File: config.mk
export PLATFORM = sky130hd
export DESIGN_NAME = pipelined_cla_addsub
export DESIGN_NICKNAME = d
export VERILOG_FILES = /design/src/rtl/pipelined_cla_addsub.sv
export SDC_FILE = /design/constraint.sdc
export NUM_CORES = 1
export LEC_CHECK = 0
export ABC_CLOCK_PERIOD_IN_PS = 8800
export CAP_MARGIN = 20
export CORE_MARGIN = 3
export CORE_UTILIZATION = 35
export CTS_BUF_LIST = sky130_fd_sc_hd__clkbuf_2
export CTS_CLUSTER_SIZE = 14
export DETAILED_ROUTE_END_ITERATION = 10
export PLACE_DENSITY = 0.71
export SYNTH_ARGS = -nofsm -noshare
export SYNTH_HDL_FRONTEND = slang
export SYNTH_SLANG_ARGS = --single-unit
File: constraint.sdc
create_clock -name clk -period 8.8 [get_ports clk]
set_input_delay 1.76 -clock clk [delete_from_list [all_inputs] [get_ports clk]]
set_output_delay 1.76 -clock clk [all_outputs]
set_load 0.05 [all_outputs]
File: src/rtl/pipelined_cla_addsub.sv
// Pipelined carry-lookahead adder/subtractor: one WIDTH/STAGES slice resolved per stage,
// slice carry and unprocessed operand bits forwarded in registers, valid/ready stream handshake.
module pipelined_cla_addsub #(
  parameter int unsigned WIDTH  = 32,
  parameter int unsigned STAGES = 2
) (
  input  logic             clk,
  input  logic             rst,
  input  logic             in_valid,
  output logic             in_ready,
  input  logic [WIDTH-1:0] a,
  input  logic [WIDTH-1:0] b,
  input  logic             cin,
  input  logic             sub,
  output logic             out_valid,
  input  logic             out_ready,
  output logic [WIDTH-1:0] s,
  output logic             cout,
  output logic             ovf,
  output logic             zero,
  output logic             neg
);

  localparam int unsigned SL = WIDTH / STAGES;
  localparam int unsigned NG = SL / 4;

  logic             advance_c;
  logic [WIDTH-1:0] b_eff_c;
  logic             c0_c;

  logic             out_valid_q;
  logic [WIDTH-1:0] s_q;
  logic             cout_q, ovf_q, zero_q, neg_q;

  // Whole pipeline moves together; a held result stalls every stage.
  assign advance_c = !out_valid_q || out_ready;
  assign in_ready  = advance_c && !rst;
  assign b_eff_c   = sub ? ~b : b;
  assign c0_c      = cin ^ sub;

  for (genvar k = 0; k < STAGES; k++) begin : g_stg
    localparam int unsigned LO = k * SL;
    localparam int unsigned HI = LO + SL;
    localparam int unsigned YW = WIDTH - LO;

    logic [WIDTH-1:0] x_in;
    logic [YW-1:0]    y_in;
    logic             c_in;
    logic             v_in;
    logic [SL-1:0]    g, p, sum_c;
    logic [SL:0]      cb;
    logic [NG-1:0]    gg, gp;
    logic [NG:0]      cg;

    // x carries finished sum bits below LO and operand A at/above LO; y holds remaining B bits.
    if (k == 0) begin : g_src
      assign x_in = a;
      assign y_in = b_eff_c;
      assign c_in = c0_c;
      assign v_in = in_valid;
    end else begin : g_prev
      assign x_in = g_stg[k-1].g_mid.x_q;
      assign y_in = g_stg[k-1].g_mid.y_q;
      assign c_in = g_stg[k-1].g_mid.c_q;
      assign v_in = g_stg[k-1].g_mid.v_q;
    end

    assign g = x_in[HI-1:LO] & y_in[SL-1:0];
    assign p = x_in[HI-1:LO] ^ y_in[SL-1:0];

    // Group generate/propagate, flat lookahead across groups, then flat lookahead within each group.
    always_comb begin
      logic term;
      logic prod;
      gg   = '0;
      gp   = '0;
      cg   = '0;
      cb   = '0;
      term = 1'b0;
      prod = 1'b1;
      for (int j = 0; j < NG; j++) begin
        gg[j] = g[4*j+3]
              | (p[4*j+3] & g[4*j+2])
              | (p[4*j+3] & p[4*j+2] & g[4*j+1])
              | (p[4*j+3] & p[4*j+2] & p[4*j+1] & g[4*j]);
        gp[j] = &p[4*j +: 4];
      end
      cg[0] = c_in;
      for (int j = 1; j < NG + 1; j++) begin
        term = 1'b0;
        prod = 1'b1;
        for (int i = j - 1; i >= 0; i--) begin
          term = term | (gg[i] & prod);
          prod = prod & gp[i];
        end
        cg[j] = term | (prod & c_in);
      end
      for (int j = 0; j < NG; j++) begin
        cb[4*j]   = cg[j];
        cb[4*j+1] = g[4*j] | (p[4*j] & cg[j]);
        cb[4*j+2] = g[4*j+1] | (p[4*j+1] & g[4*j]) | (p[4*j+1] & p[4*j] & cg[j]);
        cb[4*j+3] = g[4*j+2] | (p[4*j+2] & g[4*j+1]) | (p[4*j+2] & p[4*j+1] & g[4*j])
                  | (p[4*j+2] & p[4*j+1] & p[4*j] & cg[j]);
      end
      cb[SL] = cg[NG];
    end

    assign sum_c = p ^ cb[SL-1:0];

    if (k < STAGES - 1) begin : g_mid
      logic [WIDTH-1:0]    x_q, x_d;
      logic [WIDTH-HI-1:0] y_q;
      logic                c_q;
      logic                v_q;

      always_comb begin
        x_d         = x_in;
        x_d[HI-1:LO] = sum_c;
      end

      always_ff @(posedge clk) begin
        if (rst) begin
          v_q <= 1'b0;
          x_q <= '0;
          y_q <= '0;
          c_q <= 1'b0;
        end else if (advance_c) begin
          v_q <= v_in;
          x_q <= x_d;
          y_q <= y_in[YW-1:SL];
          c_q <= cb[SL];
        end
      end
    end else begin : g_last
      logic [WIDTH-1:0] s_d;

      always_comb begin
        s_d         = x_in;
        s_d[HI-1:LO] = sum_c;
      end

      // Final stage registers the result and flags; ovf from carries into/out of the MSB.
      always_ff @(posedge clk) begin
        if (rst) begin
          out_valid_q <= 1'b0;
          s_q         <= '0;
          cout_q      <= 1'b0;
          ovf_q       <= 1'b0;
          zero_q      <= 1'b0;
          neg_q       <= 1'b0;
        end else if (advance_c) begin
          out_valid_q <= v_in;
          s_q         <= s_d;
          cout_q      <= cb[SL];
          ovf_q       <= cb[SL] ^ cb[SL-1];
          zero_q      <= (s_d == '0);
          neg_q       <= s_d[WIDTH-1];
        end
      end
    end
  end

  assign out_valid = out_valid_q;
  assign s         = s_q;
  assign cout      = cout_q;
  assign ovf       = ovf_q;
  assign zero      = zero_q;
  assign neg       = neg_q;

endmodule

==> summary.md, run 1 <==
| Metric | Value |
|---|---|
| Max-slew violations | `0` |
| CORE AREA | `12,720 um2` |
| Clock-pin slew on the worst setup and hold paths | `0.25 ns` |
| Initial core utilization | `36.13%` |
| Slowest stage cell, crit path | `clkdlybuf4s50_1` |
| DR pass1 iterations | `5` |
| Synth top area share | `37.45%` |
| Slew headroom | `31.28%` |
| Count of standard-cell rows | `41` |
| Clock latency at the later pin of the worst-skew pair | `0.57 ns` |
| Worst path max stage delay | `0.92 ns` |
| Area Overhead vs Synth | `29.15%` |
| Synth Area per Inst | `8.481 um2` |
| I/O pins | `108` |
| First-pass GRT wire length | `18.85 mm` |
| Setup repair bufs after CTS | `0` |
| Placed Area | `5772 um2` |
| Worst-path maximum fanout | `60` |
| Async SR Flop Fraction | `0%` |
| Slew @ Worst Pin | `1.031 ns` |
| Remaining DRCs | `0` |
| Sum Neg Setup Slack | `0 ns` |
| Post-route ant nets | `0` |
| TritonCTS buffer count | `9` |
| Outcome | `finished clean` |
| Iteration-0 DRC Markers | `162` |
| Worst Setup End Kind | `output port` |
| Static Leakage | `2.426 nW` |
| Layout cells sized above 1 | `5.197%` |
| Post-layout net count | `740` |
| Commonest non-fill, non-tap cell in the layout | `nand2_1` |
| RePlAce Congestion | `0.8603` |
| Total Routing Usage GR | `15.92%` |
| TritonCTS clock tree | `done` |
| Shortest period the worst path allows | `5.896 ns` |
| CTS Hold Bufs | `0` |
| Critical path required time | `7.04 ns` |
| Cells after synthesis | `542` |
| Post-Syn Area | `4597 um2` |
| Overall die width | `120.6 um` |
| RSZ-0062 raised after global routing | `false` |
| Critical path type | `in2out` |
| Clock Tree Root | `clkbuf_2` |
| Die height | `120.6 um` |
| Net Count, Synth | `652` |
| CP Launch Type | `input pin` |
| Max rail drop VDD | `0.08585 mV` |
| Via count | `4,004` |
| Via-to-Cell Ratio | `4.962` |
| Resize count post-CTS | `0` |
| Final setup vio count | `0` |
| Port Buffers | `107` |
| Top FF cell, synth | `dfxtp_1` |
| Commonest non-fill, non-tap cells in the layout | `106 x nand2_1, 105 x clkdlybuf4s50_1, 86 x dfxtp_1` |
| YS warnings | `0` |
| FF+latch count, synth | `86` |
| Maxcap violations | `0` |
| Largest net degree at the start of global routing | `102` |
| Clock Sinks | `86` |
| CP most frequent cell | `clkdlybuf4s50_1` |
| Crit path DAT | `4.14 ns` |
| Sequential area share after synthesis | `37.45%` |
| Fin area | `5937 um2` |
| Initial antenna violation count | `0` |
| Period utilisation layout | `67.00%` |
| Pwr Density | `182.8 nW/um2` |
| WL/cell | `14.08 um` |
| Power, Total | `0.001085 W` |
| Final hold vios | `0` |
| Total grt overflow | `0` |
| ANT cells | `0` |
| Skew final | `0.01216 ns` |
| CP cell instances | `clkdlybuf4s50_1 > nor2b_4 > buf_4 > nor2_1 > clkdlybuf4s50_1` |
| CTS max path bufs | `2` |
| Worst Hold Class | `reg2reg` |
| Detailed Place HPWL | `8.568 mm` |
| Post-Route WL | `11.37 mm` |
| Cell variety after synth | `50` |
| Post-synth top area cell | `dfxtp_1` |
| H-tree lvl count | `3` |
| Die area | `14,550 um2` |
| Max frequency | `169.6 MHz` |
| Ranking of synthesized cells by area | `dfxtp_1 37%, ha_1 8.7%, nand2_1 8.7%` |
| EDFF count, synth | `0` |
| Vias in the first global route | `4,051` |
==> per-layer routing <==
| layer | GRT usage, % | wire [um] | share of wire [%] | vias to the layer above |
|---|---|---|---|---|
| met5 | 0 | 0 | 0 | - |
| met3 | 3.227 | 507 | 4.5 | 23 |
| met2 | 27.56 | 5745 | 51 | 87 |
| li1 | - | - | - | 2019 |
| met4 | 6.303 | 280 | 2.5 | 0 |
| met1 | 19.33 | 4832 | 43 | 1875 |
==> cell families (layout without fill, tap and decap cells) <==
kind of cell             after synthesis  count (layout)  synth area share, %
buffers and inverters                 50             143                4.328
AND/OR/NAND/NOR                      185             185                17.39
adder cells (fa/ha/maj)               40              40                12.19
AO/OA/AOI/OAI                        128             128                18.13
flip-flops                            86              86                37.45
XOR/XNOR                              53              53                10.51
==> critical path: cells and delay by family <==
kind,cells,cell delay (ns)
simple gates,2,0.61
buf+inv,3,1.75
==> registers in the layout, indices dropped and copies added (netlist names) <==
signal	count
g_stg.g_mid.x_q	32
s	32
g_stg.g_mid.y_q	16
cout	1
g_stg.g_mid.c_q	1
g_stg.g_mid.v_q	1
out_valid	1
ovf	1
zero	1
==> report_power, final <==
group          switching (W)  internal (W)
registers          0.0000307      0.000435
logic               0.000201      0.000152
clock network       0.000143      0.000124
total               0.000375      0.000711
==> synth_stat cells (6+ instances only) <==
library cell and n:
a211oi_1 27, ha_1 32, inv_1 18, nand2_1 106, a21oi_1 60, xor2_1 23
fa_1 8, o21ai_1 6, clkbuf_1 28, dfxtp_1 86, a21o_1 7, nor2_1 40
xnor2_1 29
==> layout make-up <==
class,instances,area [um2]
multi-input cells,406,2691
clock buffers,9,45.04
well taps,172,215.2
repair buffers,109,1076
clock inverters,7,120.1
fillers,1270,6785
inverters,18,67.56
flip-flops and latches,86,1722
==> stage by stage <==
step,setup WS (ns),util [%],cells,hold slack [ns]
CTS,2.889,46.67,807,0.4712
floorplan,3.731,-,542,0.4322
global placement,2.926,45.37,791,0.4396
finish,2.904,46.67,807,0.4723
detailed placement,2.890,45.37,791,0.4456
global route,2.739,46.67,807,0.5020
==> path summary, 6_finish.rpt <==
kind / from / cells past startpoint / to / slack (ns)
max: out_ready / 5 / in_ready / 2.90
min: s[6]$_SDFFE_PP0N_ / 2 / s[6]$_SDFFE_PP0N_ / 0.47
max reg2reg: g_stg[0].g_mid.x_q[19]$_SDFFE_PP0N_ / 15 / zero$_SDFFE_PP0N_ / 4.73
min reg2reg: s[6]$_SDFFE_PP0N_ / 2 / s[6]$_SDFFE_PP0N_ / 0.47
No activity file was read; power rests on OpenSTA's default activity.
==> run 2: changes to the inputs <==
--- a/config.mk
+++ b/config.mk
@@ -5,7 +5,7 @@
 export SDC_FILE = /design/constraint.sdc
 export NUM_CORES = 1
 export LEC_CHECK = 0
-export ABC_CLOCK_PERIOD_IN_PS = 8800
+export ABC_CLOCK_PERIOD_IN_PS = 6000
 export CAP_MARGIN = 20
 export CORE_MARGIN = 3
 export CORE_UTILIZATION = 35
==> constraint.sdc (replaced) <==
create_clock -name clk -period 6 [get_ports clk]
set_input_delay 1.2 -clock clk [delete_from_list [all_inputs] [get_ports clk]]
set_output_delay 1.2 -clock clk [all_outputs]
set_load 0.05 [all_outputs]
==> summary.md, run 2 (synthesized netlist as in run 1, its figures left out) <==
| Metric | Value |
|---|---|
| Clock Power Share | `21.3% (-3.3 points)` |
| H-tree lvl count | `3 (unchanged)` |
| CORE AREA | `12,720 um2 (unchanged)` |
| Initial core utilization | `36.13% (unchanged)` |
| TritonCTS clock tree | `done` |
| TritonCTS buffer count | `9 (unchanged)` |
| Sum Neg Setup Slack | `0 ns (unchanged)` |
| Initial antenna violation count | `0 (unchanged)` |
| Total grt overflow | `0 (unchanged)` |
| Power, Total | `0.001525 W (+40%)` |
| Worst Hold Class | `reg2reg` |
| Combinational power share | `33.9% (+1.4 points)` |
| Slew headroom | `33.99% (+2.7 points)` |
| Crit path DAT | `4.53 ns (+0.39 ns)` |
| Final setup vio count | `0 (unchanged)` |
| Clock Sinks | `86 (unchanged)` |
| CP Launch Type | `register` |
| Worst-path maximum fanout | `4 (-93%)` |
| Layout Cells excl Fill | `808 (+0.12%)` |
| RePlAce Congestion | `0.8784 (+2.1%)` |
| R2R Setup Slk | `1.93 ns (-2.80 ns)` |
| DR pass1 iterations | `4 (-1)` |
| Via-to-Cell Ratio | `4.891 (-1.4%)` |
| Post-layout net count | `742 (+0.27%)` |
| Setup repair bufs after CTS | `0 (unchanged)` |
| Placed Area | `5787 um2 (+0.26%)` |
| Max-slew violations | `0 (unchanged)` |
| Via count | `3,952 (-1.3%)` |
| Post-route ant nets | `0 (unchanged)` |
| Area Overhead vs Synth | `28.61%` |
| Post-Route WL | `11.36 mm (about the same)` |
| Die area | `14,550 um2 (unchanged)` |
| Resize count post-CTS | `0 (unchanged)` |
| Max rail drop VDD | `0.1135 mV (+32%)` |
| Fin area | `5912 um2 (-0.42%)` |
| Shortest period the worst path allows | `4.071 ns` |
| First-pass GRT wire length | `18.91 mm (+0.30%)` |
| Iteration-0 DRC Markers | `154 (-4.9%)` |
| Layout cells sized above 1 | `5.031% (-0.17 points)` |
| Sw frac | `34.69% (+0.15 points)` |
| CTS max path bufs | `2 (unchanged)` |
| I/O pins | `108 (unchanged)` |
| Critical path type | `reg2reg` |
| Reg2Reg Depth | `15 (unchanged)` |
| Clock latency at the later pin of the worst-skew pair | `0.52 ns (-0.05 ns)` |
| Flop pwr share | `44.8% (+1.9 points)` |
| Final setup margin | `1.929 ns (-0.9749 ns)` |
| Vias in the first global route | `4,064 (+0.32%)` |
| Period utilisation layout | `67.85%` |
| Dpl cells | `793 (+0.25%)` |
| Remaining DRCs | `0 (unchanged)` |
| Critical path required time | `6.46 ns (-0.58 ns)` |
| WL/cell | `14.06 um (-0.13%)` |
| Outcome | `finished clean` |
| Reg-to-reg endpoint | `zero$_SDFFE_PP0N_` |
| Count of standard-cell rows | `41 (unchanged)` |
| Clock-pin slew on the worst setup and hold paths | `0.24 ns (about the same)` |
| Static Leakage | `2.416 nW (-0.42%)` |
| Psw | `0.0005288 W (+41%)` |
| Pwr Density | `257.9 nW/um2 (+41%)` |
| Commonest non-fill, non-tap cell in the layout | `nand2_1` |
| Die height | `120.6 um (unchanged)` |
| Max frequency | `245.6 MHz` |
| Final hold vios | `0 (unchanged)` |
| CTS Hold Bufs | `0 (unchanged)` |
| Reg-to-reg startpoint | `g_stg[0].g_mid.x_q[19]$_SDFFE_PP0N_` |
| DP Worst Slack | `1.823 ns (-1.067 ns)` |
| Commonest non-fill, non-tap cells in the layout | `106 x nand2_1, 105 x clkdlybuf4s50_1, 86 x dfxtp_1` |
| Skew final | `0.03361 ns (+0.02146 ns)` |
| Total Routing Usage GR | `15.99% (+0.078 points)` |
| Power Internal | `0.0009958 W (+40%)` |
| Crit. Startpoint | `g_stg[0].g_mid.x_q[19]$_SDFFE_PP0N_` |
| Maxcap violations | `0 (unchanged)` |
| Detailed Place HPWL | `8.594 mm (+0.30%)` |
| Setup crit end | `zero$_SDFFE_PP0N_` |
| Overall die width | `120.6 um (unchanged)` |
| Clock Tree Root | `clkbuf_2` |
| ANT cells | `0 (unchanged)` |
| Worst Setup End Kind | `register` |
| Largest net degree at the start of global routing | `102 (unchanged)` |
| RSZ-0062 raised after global routing | `false` |
| Port Buffers | `107 (unchanged)` |
| Slew @ Worst Pin | `0.9901 ns (-0.04073 ns)` |
## run 2: cell types whose count changed in the layout (fill, tap and decap cells not counted)
cell / delta
inv_6: -2
clkbuf_2: +1
clkinv_1: +2
buf_4: +2
clkinv_2: -1
bufinv_16: -1
## run 2: cell type report
cell class	count	area [um2]
clock inverter	5	75.07
tap	172	215.2
inverter	18	67.56
sequential	86	1722
clock buffer	10	50.05
fill	1298	6810
timing repair buffer	111	1091
multi-input combinational	406	2691
## run 2: power groups by stage
stage | Sequential (W) | Combinational [W] | Clock, W
after floorplan | 0.000779 | 0.000257 | 0
after global placement | 0.000694 | 0.000509 | 0
after detailed placement | 0.000696 | 0.000519 | 0
after CTS | 0.000684 | 0.000522 | 0.000337
after global routing | 0.000692 | 0.000566 | 0.000360
final | 0.000683 | 0.000517 | 0.000324
## run 2: worst min path at each step
stage | start | to | slack (ns) | cells after the start
4_1_cts | s[15]$_SDFFE_PP0N_ | s[15]$_SDFFE_PP0N_ | 0.47 | 2
3_3_place_gp | g_stg[0].g_mid.v_q$_SDFFE_PP0N_ | g_stg[0].g_mid.v_q$_SDFFE_PP0N_ | 0.44 | 2
3_5_place_dp | s[2]$_SDFFE_PP0N_ | s[2]$_SDFFE_PP0N_ | 0.45 | 2
2_1_floorplan | g_stg[0].g_mid.v_q$_SDFFE_PP0N_ | g_stg[0].g_mid.v_q$_SDFFE_PP0N_ | 0.43 | 2
6_report | s[20]$_SDFFE_PP0N_ | s[20]$_SDFFE_PP0N_ | 0.47 | 2
5_1_grt | g_stg[0].g_mid.x_q[17]$_SDFFE_PP0N_ | g_stg[0].g_mid.x_q[17]$_SDFFE_PP0N_ | 0.50 | 2
## run 2: critical path, stage by stage, from the launching register on
cell and delay, ns:
dfxtp_1 0.37, ha_1 0.35, and3_1 0.21, a2111oi_2 0.54, a221oi_2 0.15, o21ai_1 0.26
o21ai_1 0.13, a21o_1 0.21, fa_1 0.51, nor4_1 0.29, nand2_1 0.12, nor3_1 0.19
nand2_1 0.08, nor4_1 0.31, o211ai_1 0.15, o21ai_1 0.13
## run 2: stage by stage
stage / util [%] / hold WS, ns
6_report: 46.47 / 0.4705
3_3_place_gp: 45.49 / 0.4402
5_1_grt: 46.47 / 0.4960
2_1_floorplan: - / 0.4322
3_5_place_dp: 45.49 / 0.4500
4_1_cts: 46.47 / 0.4740
## run 2: per-layer routing
| layer | up-vias | track usage, % | part of all wire (%) |
|---|---|---|---|
| li1 | 2032 | - | - |
| met1 | 1825 | 19.62 | 44 |
| met2 | 71 | 27.24 | 49 |
| met3 | 24 | 2.572 | 3.2 |
| met4 | 0 | 7.790 | 3.1 |
| met5 | - | 0 | 0 |
==> run 3: changes to the inputs <==
--- a/config.mk
+++ b/config.mk
@@ -5,7 +5,7 @@
 export SDC_FILE = /design/constraint.sdc
 export NUM_CORES = 1
 export LEC_CHECK = 0
-export ABC_CLOCK_PERIOD_IN_PS = 6000
+export ABC_CLOCK_PERIOD_IN_PS = 3900
 export CAP_MARGIN = 20
 export CORE_MARGIN = 3
 export CORE_UTILIZATION = 35
==> constraint.sdc (replaced) <==
create_clock -name clk -period 3.9 [get_ports clk]
set_input_delay 0.78 -clock clk [delete_from_list [all_inputs] [get_ports clk]]
set_output_delay 0.78 -clock clk [all_outputs]
set_load 0.05 [all_outputs]
==> summary.md, run 3 (synthesized netlist as in run 1, its figures left out) <==
| Metric | Value |
|---|---|
| Outcome | `finished clean` |
| Clock Sinks | `86 (unchanged)` |
| Die area | `14,550 um2 (unchanged)` |
| H-tree lvl count | `3 (unchanged)` |
| WL/cell | `14.35 um (+2.0%)` |
| Port Buffers | `107 (unchanged)` |
| Commonest non-fill, non-tap cell in the layout | `nand2_1` |
| Clock-pin slew on the worst setup and hold paths | `0.24 ns (about the same)` |
| Final setup margin | `0.2935 ns (-1.635 ns)` |
| Critical path required time | `4.39 ns (-2.07 ns)` |
| Remaining DRCs | `0 (unchanged)` |
| CTS Hold Bufs | `0 (unchanged)` |
| Overall die width | `120.6 um (unchanged)` |
| TritonCTS buffer count | `9 (unchanged)` |
| Vias in the first global route | `4,113 (+1.2%)` |
| Post-Route WL | `11.64 mm (+2.4%)` |
| Via-to-Cell Ratio | `4.927 (+0.74%)` |
| DR pass1 iterations | `4 (unchanged)` |
| Reg-to-reg startpoint | `g_stg[0].g_mid.x_q[19]$_SDFFE_PP0N_` |
| Area Overhead vs Synth | `30.48%` |
| Slew headroom | `45.29% (+11 points)` |
| Max frequency | `277.3 MHz (+13%)` |
| Final hold vios | `0 (unchanged)` |
| Max-slew violations | `0 (unchanged)` |
| Total Routing Usage GR | `16.04% (+0.041 points)` |
| ANT cells | `0 (unchanged)` |
| Initial antenna violation count | `0 (unchanged)` |
| Static Leakage | `2.451 nW (+1.5%)` |
| Count of standard-cell rows | `41 (unchanged)` |
| Worst Hold Class | `reg2reg` |
| Slew @ Worst Pin | `0.8206 ns (-0.1695 ns)` |
| Detailed Place HPWL | `8.860 mm (+3.1%)` |
| Final setup vio count | `0 (unchanged)` |
| Worst Setup End Kind | `register` |
| Power, Total | `0.002388 W (+57%)` |
| Pwr Density | `398.1 nW/um2 (+54%)` |
| Max rail drop VDD | `0.1708 mV (+51%)` |
| Commonest non-fill, non-tap cells in the layout | `106 x nand2_1, 104 x clkdlybuf4s50_1, 86 x dfxtp_1` |
| Iteration-0 DRC Markers | `217 (+41%)` |
| Layout cells sized above 1 | `6.573% (+1.5 points)` |
| Shortest period the worst path allows | `3.607 ns (-0.4647 ns)` |
| CP Launch Type | `register` |
| Largest net degree at the start of global routing | `82 (-20%)` |
| Worst-path maximum fanout | `4 (unchanged)` |
| I/O pins | `108 (unchanged)` |
| Maxcap violations | `0 (unchanged)` |
| Setup repair bufs after CTS | `0 (unchanged)` |
| RSZ-0062 raised after global routing | `false` |
| CTS max path bufs | `2 (unchanged)` |
| Final core utilization | `47.15% (+0.68 points)` |
| Period utilisation layout | `92.48% (+25 points)` |
| WHS | `0.4702 ns (-0.0003370 ns)` |
| Clock Tree Root | `clkbuf_2` |
| CORE AREA | `12,720 um2 (unchanged)` |
| Skew final | `0.03516 ns (+0.001544 ns)` |
| Crit path DAT | `4.10 ns (-0.43 ns)` |
| RePlAce Congestion | `0.8492 (-3.3%)` |
| Fillers | `1,271 (-2.1%)` |
| TritonCTS clock tree | `done` |
| Post-layout net count | `744 (+0.27%)` |
| Worst Hold Launch | `s[17]$_SDFFE_PP0N_` |
| Total grt overflow | `0 (unchanged)` |
| Clock latency at the later pin of the worst-skew pair | `0.53 ns (about the same)` |
| Crit. Startpoint | `g_stg[0].g_mid.x_q[19]$_SDFFE_PP0N_` |
| Initial core utilization | `36.13% (unchanged)` |
| Post-route ant nets | `0 (unchanged)` |
| First-pass GRT wire length | `19.04 mm (+0.69%)` |
| Via count | `3,996 (+1.1%)` |
| Die height | `120.6 um (unchanged)` |
| Critical path type | `reg2reg` |
| DP Worst Slack | `-0.09705 ns (-1.920 ns)` |
## run 3: where the power goes
| group | leakage (nW) | switching, W | internal (W) |
|---|---|---|---|
| Sequential | 0.713 | 0.0000713 | 0.000982 |
| Combinational | 1.65 | 0.000462 | 0.000349 |
| Clock | 0.0835 | 0.000310 | 0.000214 |
| Total | 2.45 | 0.000843 | 0.00154 |
## run 3: repair_timing
| item | in CTS | in global routing |
|---|---|---|
| gates cloned | 0 | 0 |
| gates resized for setup | 2 | 5 |
| endpoints found under the setup margin | 1 | 1 |
| endpoints found under the hold margin | 0 | 0 |
## run 3: metal layers
layer	share of wire, %	GRT usage, %	vias to the layer above
met3	4.3	4.022	26
met4	2.9	6.161	0
met5	0	0	-
met1	43	18.37	1846
li1	-	-	2033
met2	50	28.61	91
## run 3: area by class of cell
type | count | area [um2] | area share, %
Inverter | 18 | 67.56 | 1.126
Timing Repair Buffer | 113 | 1116 | 18.61
Clock inverter | 6 | 86.33 | 1.439
Sequential cell | 86 | 1722 | 28.70
Multi-Input combinational cell | 406 | 2741 | 45.70
Clock buffer | 10 | 50.05 | 0.8344
Tap cell | 172 | 215.2 | 3.588
## run 3: stage by stage
stage | instances | area, um2 | setup TNS, ns
after detailed placement | 795 | 5812 | -0.09705
after global placement | 795 | 5812 | -0.007671
after floorplan | 542 | 4599 | 0
after global routing | 811 | 5998 | 0
final | 811 | 5998 | 0
after CTS | 811 | 5967 | 0
## run 3: critical path, stage by stage, from the launching register on
cell,delay [ns]
dfxtp_1,0.38
ha_1,0.34
and3_1,0.23
a2111oi_4,0.44
a221oi_2,0.14
o21ai_2,0.18
o21ai_1,0.11
a21o_1,0.21
fa_1,0.40
xnor2_2,0.22
nand4b_1,0.15
nor3_2,0.22
nand2_1,0.12
nor4_4,0.18
o211ai_1,0.14
o21ai_1,0.12
## run 3: worst paths after layout
check             depth (start not counted)                  to  slack [ns]
setup / recovery                         15   zero$_SDFFE_PP0N_        0.29
setup reg to reg                         15   zero$_SDFFE_PP0N_        0.29
hold reg to reg                           2  s[17]$_SDFFE_PP0N_        0.47
hold / removal                            2  s[17]$_SDFFE_PP0N_        0.47
